--- src/rtl/obj_ram_sequencer.sv ---
// obj_ram_sequencer: sole initiator for the 64x8 object RAM.
// DMA copies 64 source bytes into the RAM; SCAN reads the RAM back as
// 16 four-byte sprite records and strobes each one to the line engine.
module obj_ram_sequencer #(
  parameter int unsigned SRC_AW      = 10,
  parameter bit          REC_SKIP_Y0 = 1'b1
) (
  input  logic              clk,
  input  logic              reset_n,
  input  logic              dma_start,
  input  logic [SRC_AW-1:0] dma_base,
  output logic [SRC_AW-1:0] src_addr,
  input  logic [7:0]        src_data,
  input  logic              scan_start,
  output logic              ram_ce,
  output logic              ram_oce,
  output logic              ram_wre,
  output logic [5:0]        ram_ad,
  output logic [7:0]        ram_din,
  input  logic [7:0]        ram_dout,
  output logic              obj_valid,
  output logic [3:0]        obj_index,
  output logic [7:0]        obj_y,
  output logic [7:0]        obj_code,
  output logic [7:0]        obj_attr,
  output logic [7:0]        obj_x,
  output logic              busy,
  output logic              done
);

  typedef enum logic [1:0] {S_IDLE, S_DMA, S_SCAN, S_DONE} state_t;

  state_t     state;
  logic [6:0] cnt;
  logic [7:0] byte0;
  logic [7:0] byte1;
  logic [7:0] byte2;
  logic [5:0] slot_idx;

  // Byte whose read data is on ram_dout during scan cycle cnt (cnt=1..64);
  // the 6-bit wrap maps cnt=64 onto byte 63.
  assign slot_idx = cnt[5:0] - 6'd1;

  // Source data arrives one cycle after src_addr, which is exactly the cycle
  // its RAM write is issued, so write data is passed straight through.
  assign ram_din = ram_wre ? src_data : '0;

  // Sequencer FSM with all control and record outputs registered.
  always_ff @(posedge clk or negedge reset_n) begin
    if (!reset_n) begin
      state     <= S_IDLE;
      cnt       <= '0;
      byte0     <= '0;
      byte1     <= '0;
      byte2     <= '0;
      src_addr  <= '0;
      ram_ce    <= 1'b0;
      ram_oce   <= 1'b0;
      ram_wre   <= 1'b0;
      ram_ad    <= '0;
      obj_valid <= 1'b0;
      obj_index <= '0;
      obj_y     <= '0;
      obj_code  <= '0;
      obj_attr  <= '0;
      obj_x     <= '0;
      busy      <= 1'b0;
      done      <= 1'b0;
    end else begin
      done      <= 1'b0;
      obj_valid <= 1'b0;
      case (state)
        S_IDLE: begin
          if (dma_start) begin
            state    <= S_DMA;
            busy     <= 1'b1;
            src_addr <= dma_base;
            cnt      <= '0;
          end else if (scan_start) begin
            state   <= S_SCAN;
            busy    <= 1'b1;
            ram_ce  <= 1'b1;
            ram_oce <= 1'b1;
            ram_ad  <= '0;
            cnt     <= '0;
          end
        end
        S_DMA: begin
          if (cnt == 7'd64) begin
            state   <= S_DONE;
            busy    <= 1'b0;
            done    <= 1'b1;
            ram_ce  <= 1'b0;
            ram_wre <= 1'b0;
            ram_ad  <= '0;
            cnt     <= '0;
          end else begin
            src_addr <= src_addr + SRC_AW'(1);
            ram_ce   <= 1'b1;
            ram_wre  <= 1'b1;
            ram_ad   <= cnt[5:0];
            cnt      <= cnt + 7'd1;
          end
        end
        S_SCAN: begin
          if (cnt != 7'd0 && cnt <= 7'd64) begin
            case (slot_idx[1:0])
              2'd0: byte0 <= ram_dout;
              2'd1: byte1 <= ram_dout;
              2'd2: byte2 <= ram_dout;
              default: begin
                if (!(REC_SKIP_Y0 && byte0 == 8'h00)) begin
                  obj_valid <= 1'b1;
                  obj_index <= slot_idx[5:2];
                  obj_y     <= byte0;
                  obj_code  <= byte1;
                  obj_attr  <= byte2;
                  obj_x     <= ram_dout;
                end
              end
            endcase
          end
          if (cnt == 7'd65) begin
            state   <= S_DONE;
            busy    <= 1'b0;
            done    <= 1'b1;
            ram_ce  <= 1'b0;
            ram_oce <= 1'b0;
            ram_ad  <= '0;
            cnt     <= '0;
          end else begin
            cnt <= cnt + 7'd1;
            if (cnt < 7'd63) ram_ad <= cnt[5:0] + 6'd1;
          end
        end
        S_DONE: begin
          state <= S_IDLE;
        end
        default: begin
          state <= S_IDLE;
        end
      endcase
    end
  end

endmodule

--- config.mk ---
export PLATFORM = sky130hd
export DESIGN_NAME = obj_ram_sequencer
export DESIGN_NICKNAME = d
export VERILOG_FILES = /design/src/rtl/obj_ram_sequencer.sv
export SDC_FILE = /design/constraint.sdc
export NUM_CORES = 1
export LEC_CHECK = 0
export CORE_MARGIN = 1.5
export CORE_UTILIZATION = 51
export CTS_CLUSTER_DIAMETER = 60
export CTS_CLUSTER_SIZE = 30
export DETAILED_ROUTE_END_ITERATION = 6
export GPL_TIMING_DRIVEN = 1
export MAX_ROUTING_LAYER = met4
export PLACE_DENSITY = 0.91
export SLEW_MARGIN = 20
export SYNTH_ARGS = -nofsm -noshare
export SYNTH_HDL_FRONTEND = slang
export SYNTH_SLANG_ARGS = --single-unit
--- constraint.sdc ---
create_clock -name clk -period 2.5 [get_ports clk]
set_input_delay 0.5 -clock clk [delete_from_list [all_inputs] [get_ports clk]]
set_output_delay 0.5 -clock clk [all_outputs]
set_load 0.005 [all_outputs]
==> results_dict.tcl, run 1 <==
set metrics [dict create \
    sequentialPowerShare_pct 56.2 \
    netlist_area_sq_mm 0.00451 \
    htreeDepth 3 \
    post_drt_wl_per_cell_microns 17.4 \
    final.setup.tns_ns 0 \
    grt_pass1_vias 3519 \
    yosysUniqueCellTypes 57 \
    final_nets 528 \
    clockBufferDepth 2 \
    fin_hold_ws_ns 0.121 \
    synth_nets 420 \
    switching_share_pct 25.0 \
    cts_tree "built" \
    synth_cells 379 \
    synth_top_area_share_pct 50.5 \
    worst-path-max-fanout 9 \
    p_leak_nw 2.43 \
    hp-class "input pin to async pin" \
    setup.worst_path.start_class "flop" \
    globalplace.congestion 0.937 \
    tightest_slew_ns 0.623 \
    synth_area_leaders "dfrtp_1 51%, mux2_2 15%, ha_1 3.1%" \
    drcViolationCount 0 \
    dr.pass1.iters 5 \
    fin_skew_ns 0.0149 \
    grt_pass1_wl_mm 17.4 \
    via_count 3521 \
    ys.flop_type "dfrtp_1" \
    drt_iter0_markers 244 \
    cts-root-buf "clkbuf_8" \
    path_clk_slew_ns 0.10 \
    intPower_mw 2.06 \
    dpl.hpwl_mm 7.52 \
    status "complete, no violations" \
    grt.overflow.total 0 \
    diodes 0 \
    crit_type "flop to flop" \
    io-pin-count 96 \
    postRouteAntennaNets 0 \
    die_w_microns 97.0 \
    power_frac_clock_pct 36.7 \
    drive_gt1_share_pct 23.0 \
    post-cts-setup-buffers 0 \
    worst_setup_path_end_kind "flop" \
    fmax_ghz 0.446 \
    post-route-period-util_pct 89.6 \
    share_comb_of_total_power_pct 7.1 \
    relSlewSlack_pct 58.4 \
    core_region_area_sq_mm 0.00864 \
    initial_core_util_pct 52.2 \
    finalMaxSlewViolations 0 \
    clock-sinks 91 \
    ir_drop_uv 309 \
    powerDensity_mw_per_mm2 469 \
    gr-usage-all-layers_pct 23.4 \
    via_per_inst 5.87 \
    routed_wl_mm 10.4 \
    required_ns 2.72 \
    drv_cap 0 \
    ys_seq_elements 91 \
    cts_buffers 9 \
    portBuffers 95 \
    min_period_ns 2.24 \
    area_growth_pct 30.1 \
    ys_warn_count 0 \
    finalSetupViolCount 0 \
    switchingPower_mw 0.688 \
    post-route-util_pct 67.9 \
    grt_antenna_before_repair 0 \
    holdBufCountCts 0 \
    yosysMostFrequentCell "dfrtp_1" \
    synth_edf_count 0 \
    grt_max_degree 50 \
    cts_resized 0 \
    cp.arrival_ns 2.46 \
    hold_viol 0 \
    die-area_sq_mm 0.00941 \
    r2r_slack_ns 0.26 \
    ys_seq_area_share_pct 50.5 \
    synth_top_area_cell "dfrtp_1" \
    async_flop_share_pct 100 \
    synth_common_cells "91 x dfrtp_1, 60 x mux2_2, 26 x nand2_1" \
    syn_avg_cell_area_sq_um 11.9 \
    num_rows 34 \
    clock_latency_ns 0.37 \
    rsz0062_at_grt "false" \
    die_y_microns 97.0 \
]
## registers in the layout (all words and copies together), names as in the netlist, 7 cells and up
register,cells
obj_attr,8
obj_x,8
cnt,7
byte1,8
obj_y,8
byte0,8
byte2,8
obj_code,8
src_addr,10
## power groups by stage
stage	Clock (mW)	Sequential, mW	Combinational [mW]
after floorplan	0	1.57	0.0443
after global placement	0	1.57	0.189
after detailed placement	0	1.58	0.197
after CTS	1.02	1.55	0.198
after global routing	1.09	1.55	0.211
final	1.01	1.55	0.195
## layout make-up
class	instances	area [sq um]
tap	108	135
timing repair buffer	115	1120
multi-input combinational	259	2080
clock buffer	10	138
inverter	11	41.3
sequential	91	2280
fill	638	2770
clock inverter	6	67.6
## final timing paths
path,startpoint,endpoint,depth (start not counted)
min in group clk,ram_ad[5]$_DFFE_PN0P_,ram_ad[5]$_DFFE_PN0P_,1
max reg2reg,cnt[2]$_DFFE_PN0P_,cnt[5]$_DFFE_PN0P_,5
max,cnt[2]$_DFFE_PN0P_,cnt[5]$_DFFE_PN0P_,5
min,reset_n,src_addr[5]$_DFFE_PN0P_,1
max in group asynchronous,reset_n,byte0[0]$_DFFE_PN0P_,2
min reg2reg,ram_ad[5]$_DFFE_PN0P_,ram_ad[5]$_DFFE_PN0P_,1
## logic make-up after synthesis
family,share of synthesized area [%]
DFF,50.5
AOI/OAI and AO/OA,12.4
buffers and inverters,3.28
muxes,17.1
adders and majority gates,3.05
and+or+nand+nor,12.6
xor gates and xnor gates,0.972
## metal layers
| metal | GRT usage (%) | vias up | share of wire [%] |
|---|---|---|---|
| met5 | - | - | 0 |
| met2 | 36.6 | 152 | 48 |
| met4 | 10.0 | 0 | 2.8 |
| met1 | 30.6 | 1716 | 44 |
| li1 | - | 1617 | - |
| met3 | 3.54 | 36 | 5.4 |
## critical path, stage by stage (launching register included)
cell and delay [ns]:
dfrtp_1 0.41, or4_1 0.82, o21a_1 0.37, o21ai_2 0.19, buf_4 0.16, o221ai_1 0.14
## layout by cell type, fill, tap and decap left out, types with 4 or more instances in the layout
cell	synthesis	layout
clkdlybuf4s50_1	0	94
dfrtp_1	91	91
mux2_2	60	60
nand2_1	26	26
buf_4	1	19
nor2_1	16	16
a21oi_1	15	15
nand3_1	12	12
and2_1	11	11
ha_1	11	11
inv_1	10	10
o21ai_0	10	10
clkbuf_8	0	10
nor3_1	9	9
nor4_1	6	6
nand2b_1	5	5
o22ai_1	5	5
o211ai_1	5	5
mux2i_1	4	4
and4_1	4	4
## metrics by stage
step | instances | total power [mW] | setup slack [ns] | cell area [sq um]
after CTS | 600 | 2.77 | 0.294 | 5860
after global routing | 600 | 2.85 | 0.192 | 5860
after global placement | 584 | 1.76 | 0.267 | 5660
after detailed placement | 584 | 1.77 | 0.196 | 5660
final | 600 | 2.75 | 0.259 | 5860
after floorplan | 379 | 1.62 | 0.473 | 4510
No activity file was read; power rests on OpenSTA's default activity.
==> inputs of run 2 (changes only) <==
--- a/config.mk
+++ b/config.mk
@@ -5,14 +5,15 @@
 export SDC_FILE = /design/constraint.sdc
 export NUM_CORES = 1
 export LEC_CHECK = 0
+export CAP_MARGIN = 25
 export CORE_MARGIN = 1.5
-export CORE_UTILIZATION = 51
+export CORE_UTILIZATION = 30
 export CTS_CLUSTER_DIAMETER = 60
 export CTS_CLUSTER_SIZE = 30
 export DETAILED_ROUTE_END_ITERATION = 6
 export GPL_TIMING_DRIVEN = 1
 export MAX_ROUTING_LAYER = met4
-export PLACE_DENSITY = 0.91
+export PLACE_DENSITY = 0.63
 export SLEW_MARGIN = 20
 export SYNTH_ARGS = -nofsm -noshare
 export SYNTH_HDL_FRONTEND = slang
==> run 2 against run 1 <==
  * Critical endpoint is now byte1[2]$_DFFE_PN0P_
  * Power grew 11%
  * Combinational power about the same
  * Sequential power hardly changed
  * Clock power rose by 31%
  * Via count down 5.1%
  * Largest cell class unchanged
  * First-iteration DRC count is 1.2% lower
  * Final cell count is 12% higher
  * Worst setup slack gained 0.042 ns
  * Die area rose by 68%
  * Core utilization fell by 27 points
  * Fmax is 1.9% higher
==> results_dict.tcl, run 2 (same netlist as run 1, synthesis figures left out) <==
set metrics [dict create \
    crit_family "flip-flops" \
    worst-path-max-fanout 9 \
    grt_antenna_before_repair 0 \
    dr.pass1.iters 4 \
    finalSetupViolCount 0 \
    final_cell_mix "94 x clkdlybuf4s50_1, 91 x dfrtp_1, 60 x mux2_2" \
    grt_pass1_vias 3486 \
    multi_input_area_sq_mm 0.00208 \
    portBuffers 95 \
    tightest_slew_ns 0.564 \
    post-cts-setup-buffers 0 \
    cts_resized 0 \
    dpl_cell_area_sq_mm 0.00573 \
    setup.worst_path.start_class "flop" \
    holdBufCountCts 0 \
    startpoint "cnt[1]$_DFFE_PN0P_" \
    slowest_stage "dfrtp_1" \
    required_ns 2.73 \
    ir_drop_uv 282 \
    drcViolationCount 0 \
    final.setup.tns_ns 0 \
    finalMaxSlewViolations 0 \
    clockBufferDepth 2 \
    fin_skew_ns 0.0107 \
    drt_iter0_markers 241 \
    fill_cells 1331 \
    max_stage_delay_ns 0.50 \
    status "complete, no violations" \
    worst_setup_path_end_kind "flop" \
    p_leak_nw 2.45 \
    final_common_cell "clkdlybuf4s50_1" \
    die-area_sq_mm 0.0158 \
    worst-path-buf-inv 1 \
    routed.top_layer "met4" \
    largest-register "src_addr" \
    drv_cap 0 \
    rsz0062_at_grt "false" \
    via_per_inst 4.97 \
    cp.arrival_ns 2.43 \
    area_growth_pct 33.6 \
    post_drt_wl_per_cell_microns 16.1 \
    die_y_microns 126 \
    postRouteAntennaNets 0 \
    min_period_ns 2.20 \
    grt.overflow.total 0 \
    cts-root-buf "clkbuf_16" \
    grt_pass1_wl_mm 17.8 \
    io-pin-count 96 \
    regArea_sq_mm 0.00228 \
    crit_type "flop to flop" \
    final_area_sq_mm 0.00602 \
    largest_reg_flops 10 \
    path_clk_slew_ns 0.07 \
    cp_cell_sequence "inv_1, ha_1, nand2_1, nor2_8, o211ai_4, mux2_2" \
    hold_viol 0 \
    post-route-period-util_pct 88.0 \
    fin_ws_ns 0.301 \
    hp-class "input pin to async pin" \
    routed-wl-met2_mm 5.35 \
    htreeDepth 3 \
    clock-sinks 91 \
    cts_tree "built" \
    wl_met3_microns 433 \
    stdcell_count 673 \
    initial_core_util_pct 30.9 \
    clock_latency_ns 0.35 \
    powerDensity_mw_per_mm2 509 \
    diodes 0 \
    via_count 3343 \
    core_region_area_sq_mm 0.0146 \
    dpl.hpwl_mm 7.80 \
    routed_wl_mm 10.9 \
    cts_buffers 9 \
    grt_max_degree 57 \
    relSlewSlack_pct 62.3 \
    final_nets 525 \
    die_w_microns 126 \
    r2r_start "cnt[1]$_DFFE_PN0P_" \
    gr-usage-all-layers_pct 14.5 \
    num_rows 44 \
    place_ws_ns 0.204 \
    drive_gt1_share_pct 22.3 \
    dp.cells 657 \
    fmax_ghz 0.455 \
    wl_met1_mm 4.89 \
    globalplace.congestion 0.922 \
]
-- run 2: cell count changes in the layout (fill, tap and decap cells not counted) --
| cell | change |
|---|---|
| inv_8 | -3 |
| clkinv_4 | -1 |
| clkbuf_1 | +1 |
| inv_6 | +2 |
| clkinv_2 | +1 |
| clkinv_8 | -1 |
| buf_4 | -3 |
| clkbuf_8 | -8 |
| clkbuf_16 | +9 |
-- run 2: report_power, final --
group / switching (mW) / internal [mW]
combinational: 0.0708 / 0.124
sequential: 0.0265 / 1.52
clock: 0.585 / 0.736
-- run 2: final cells by class --
cell class | instances | share of cell area, %
sequential | 91 | 37.8
multi-input combinational | 259 | 34.6
timing repair buffer | 112 | 18.3
clock buffer | 12 | 4.26
tap | 184 | 3.83
inverter | 11 | 0.686
clock inverter | 4 | 0.520
-- run 2: layer usage --
layer / GRT usage [%] / up-vias
met5: - / -
met4: 5.35 / 0
met3: 3.21 / 13
met2: 22.9 / 67
met1: 18.1 / 1672
li1: - / 1591
-- run 2: worst paths after layout --
path | endpoint | slack (ns) | cells after the start
setup / recovery | byte1[2]$_DFFE_PN0P_ | 0.30 | 6
max in group asynchronous | obj_y[0]$_DFFE_PN0P_ | 1.70 | 2
min in group clk | obj_code[6]$_DFFE_PN0P_ | 0.50 | 1
hold reg to reg | obj_code[6]$_DFFE_PN0P_ | 0.50 | 1
hold / removal | obj_index[0]$_DFFE_PN0P_ | 0.13 | 1
setup reg to reg | byte1[2]$_DFFE_PN0P_ | 0.30 | 6
-- run 2: through the flow --
step	util, %	total power, mW	hold slack [ns]
global route	41.3	3.18	0.172
detailed placement	39.3	1.78	0.484
floorplan	-	1.62	0.204
CTS	41.3	3.11	0.148
finish	41.3	3.06	0.133
global placement	39.3	1.77	0.476
==> inputs of run 3 (changes only) <==
==> constraint.sdc (replaced) <==
create_clock -name clk -period 2.6 [get_ports clk]
set_input_delay 0.52 -clock clk [delete_from_list [all_inputs] [get_ports clk]]
set_output_delay 0.52 -clock clk [all_outputs]
set_load 0.005 [all_outputs]
==> run 3 against run 2 <==
  * Core utilization is 0.21 points higher
  * Combinational power is 3% lower
  * Sequential power is 4% lower
  * First-iteration DRC count is 26% higher
  * Via count is 2.6% higher
  * Power hardly changed
  * Clock-buffer cell count is 3 lower
  * Critical path depth stayed put
  * Largest power group unchanged
  * Highest routed layer unchanged
==> results_dict.tcl, run 3 (same netlist as run 1, synthesis figures left out) <==
set metrics [dict create \
    fin_skew_ns 0.00942 \
    path_clk_slew_ns 0.07 \
    post-cts-setup-buffers 0 \
    setup.worst_path.start_class "flop" \
    gr-usage-all-layers_pct 14.7 \
    p_leak_nw 2.46 \
    clock-sinks 91 \
    final.setup.tns_ns 0 \
    grt.overflow.total 0 \
    via_count 3431 \
    grt_antenna_before_repair 0 \
    htreeDepth 3 \
    diodes 0 \
    postRouteAntennaNets 0 \
    cts_buffers 9 \
    cts_tree "built" \
    drv_cap 0 \
    dpl.hpwl_mm 7.86 \
    cts_resized 0 \
    tightest_slew_ns 0.637 \
    ir_drop_uv 276 \
    min_period_ns 2.28 \
    drt_iter0_markers 304 \
    final_area_sq_mm 0.00605 \
    num_rows 44 \
    cp.arrival_ns 2.50 \
    hold_viol 0 \
    final_cell_mix "94 x clkdlybuf4s50_1, 91 x dfrtp_1, 60 x mux2_2" \
    largest_reg_flops 10 \
    required_ns 2.83 \
    clockBufferDepth 2 \
    final_common_cell "clkdlybuf4s50_1" \
    drcViolationCount 0 \
    cts-root-buf "clkbuf_16" \
    initial_core_util_pct 30.9 \
    relSlewSlack_pct 57.4 \
    globalplace.congestion 0.896 \
    routed_wl_mm 11.0 \
    post_drt_wl_per_cell_microns 16.3 \
    holdBufCountCts 0 \
    p_total_mw 3.06 \
    post-route-period-util_pct 87.5 \
    largest-register "src_addr" \
    dpl_cell_area_sq_mm 0.00573 \
    die_w_microns 126 \
    grt_max_degree 46 \
    finalMaxSlewViolations 0 \
    fmax_ghz 0.439 \
    die-area_sq_mm 0.0158 \
    fill_cells 1320 \
    drive_gt1_share_pct 22.5 \
    die_y_microns 126 \
    io-pin-count 96 \
    powerDensity_mw_per_mm2 506 \
    grt_pass1_wl_mm 18.2 \
    via_per_inst 5.10 \
    hp-class "input pin to async pin" \
    finalSetupViolCount 0 \
    dr.pass1.iters 4 \
    portBuffers 95 \
    status "complete, no violations" \
    core_region_area_sq_mm 0.0146 \
    rsz0062_at_grt "false" \
    clock_latency_ns 0.35 \
    area_growth_pct 34.3 \
    final_nets 525 \
    crit_type "flop to flop" \
    grt_pass1_vias 3603 \
    worst_setup_path_end_kind "flop" \
    worst-path-max-fanout 9 \
]
[run 3: metrics by stage]
stage	cells	hold WS, ns	utilization (%)	worst slack (ns)
3_5_place_dp	657	0.433	39.3	0.281
3_3_place_gp	657	0.429	39.3	0.326
5_1_grt	673	0.0665	41.5	0.190
4_1_cts	673	0.0554	41.5	0.313
6_report	673	0.0512	41.5	0.324
2_1_floorplan	379	0.224	-	0.573
[run 3: path summary, 6_finish.rpt]
kind / start / endpoint / slack [ns] / cells after the start
setup / recovery: cnt[1]$_DFFE_PN0P_ / byte1[1]$_DFFE_PN0P_ / 0.32 / 6
hold / removal: reset_n / obj_x[6]$_DFFE_PN0P_ / 0.05 / 1
setup reg to reg: cnt[1]$_DFFE_PN0P_ / byte1[1]$_DFFE_PN0P_ / 0.32 / 6
hold reg to reg: ram_ad[5]$_DFFE_PN0P_ / ram_ad[5]$_DFFE_PN0P_ / 0.50 / 1
max in group asynchronous: reset_n / src_addr[2]$_DFFE_PN0P_ / 1.89 / 2
min in group clk: ram_ad[5]$_DFFE_PN0P_ / ram_ad[5]$_DFFE_PN0P_ / 0.50 / 1
[run 3: worst max-delay path, cell delays in order, from the launching register on]
cell and delay [ns]:
dfrtp_1 0.56, inv_1 0.20, ha_1 0.28, nand2_1 0.25, nor2_8 0.08, o211ai_4 0.40
mux2_2 0.38
[run 3: where the power goes]
| part | total (mW) | switching [mW] | internal [mW] |
|---|---|---|---|
| clock network | 1.38 | 0.612 | 0.772 |
| registers | 1.49 | 0.0266 | 1.46 |
| logic | 0.190 | 0.0693 | 0.120 |
[run 3: layout make-up]
class | count | area (sq um) | area share, %
repair buffers | 112 | 1100 | 18.2
multi-input cells | 259 | 2080 | 34.4
clock inverters | 7 | 93.8 | 1.55
well taps | 184 | 230 | 3.81
flip-flops and latches | 91 | 2280 | 37.6
inverters | 11 | 41.3 | 0.683
clock buffers | 9 | 225 | 3.72
[run 3: metal layers]
metal,global-route usage [%],part of all wire [%],up-vias,routed length (microns)
met5,-,0,-,0
met4,6.22,2.0,0,222
met3,3.08,5.0,18,550
met2,23.6,49,87,5360
met1,18.0,44,1724,4860
li1,-,-,1602,-
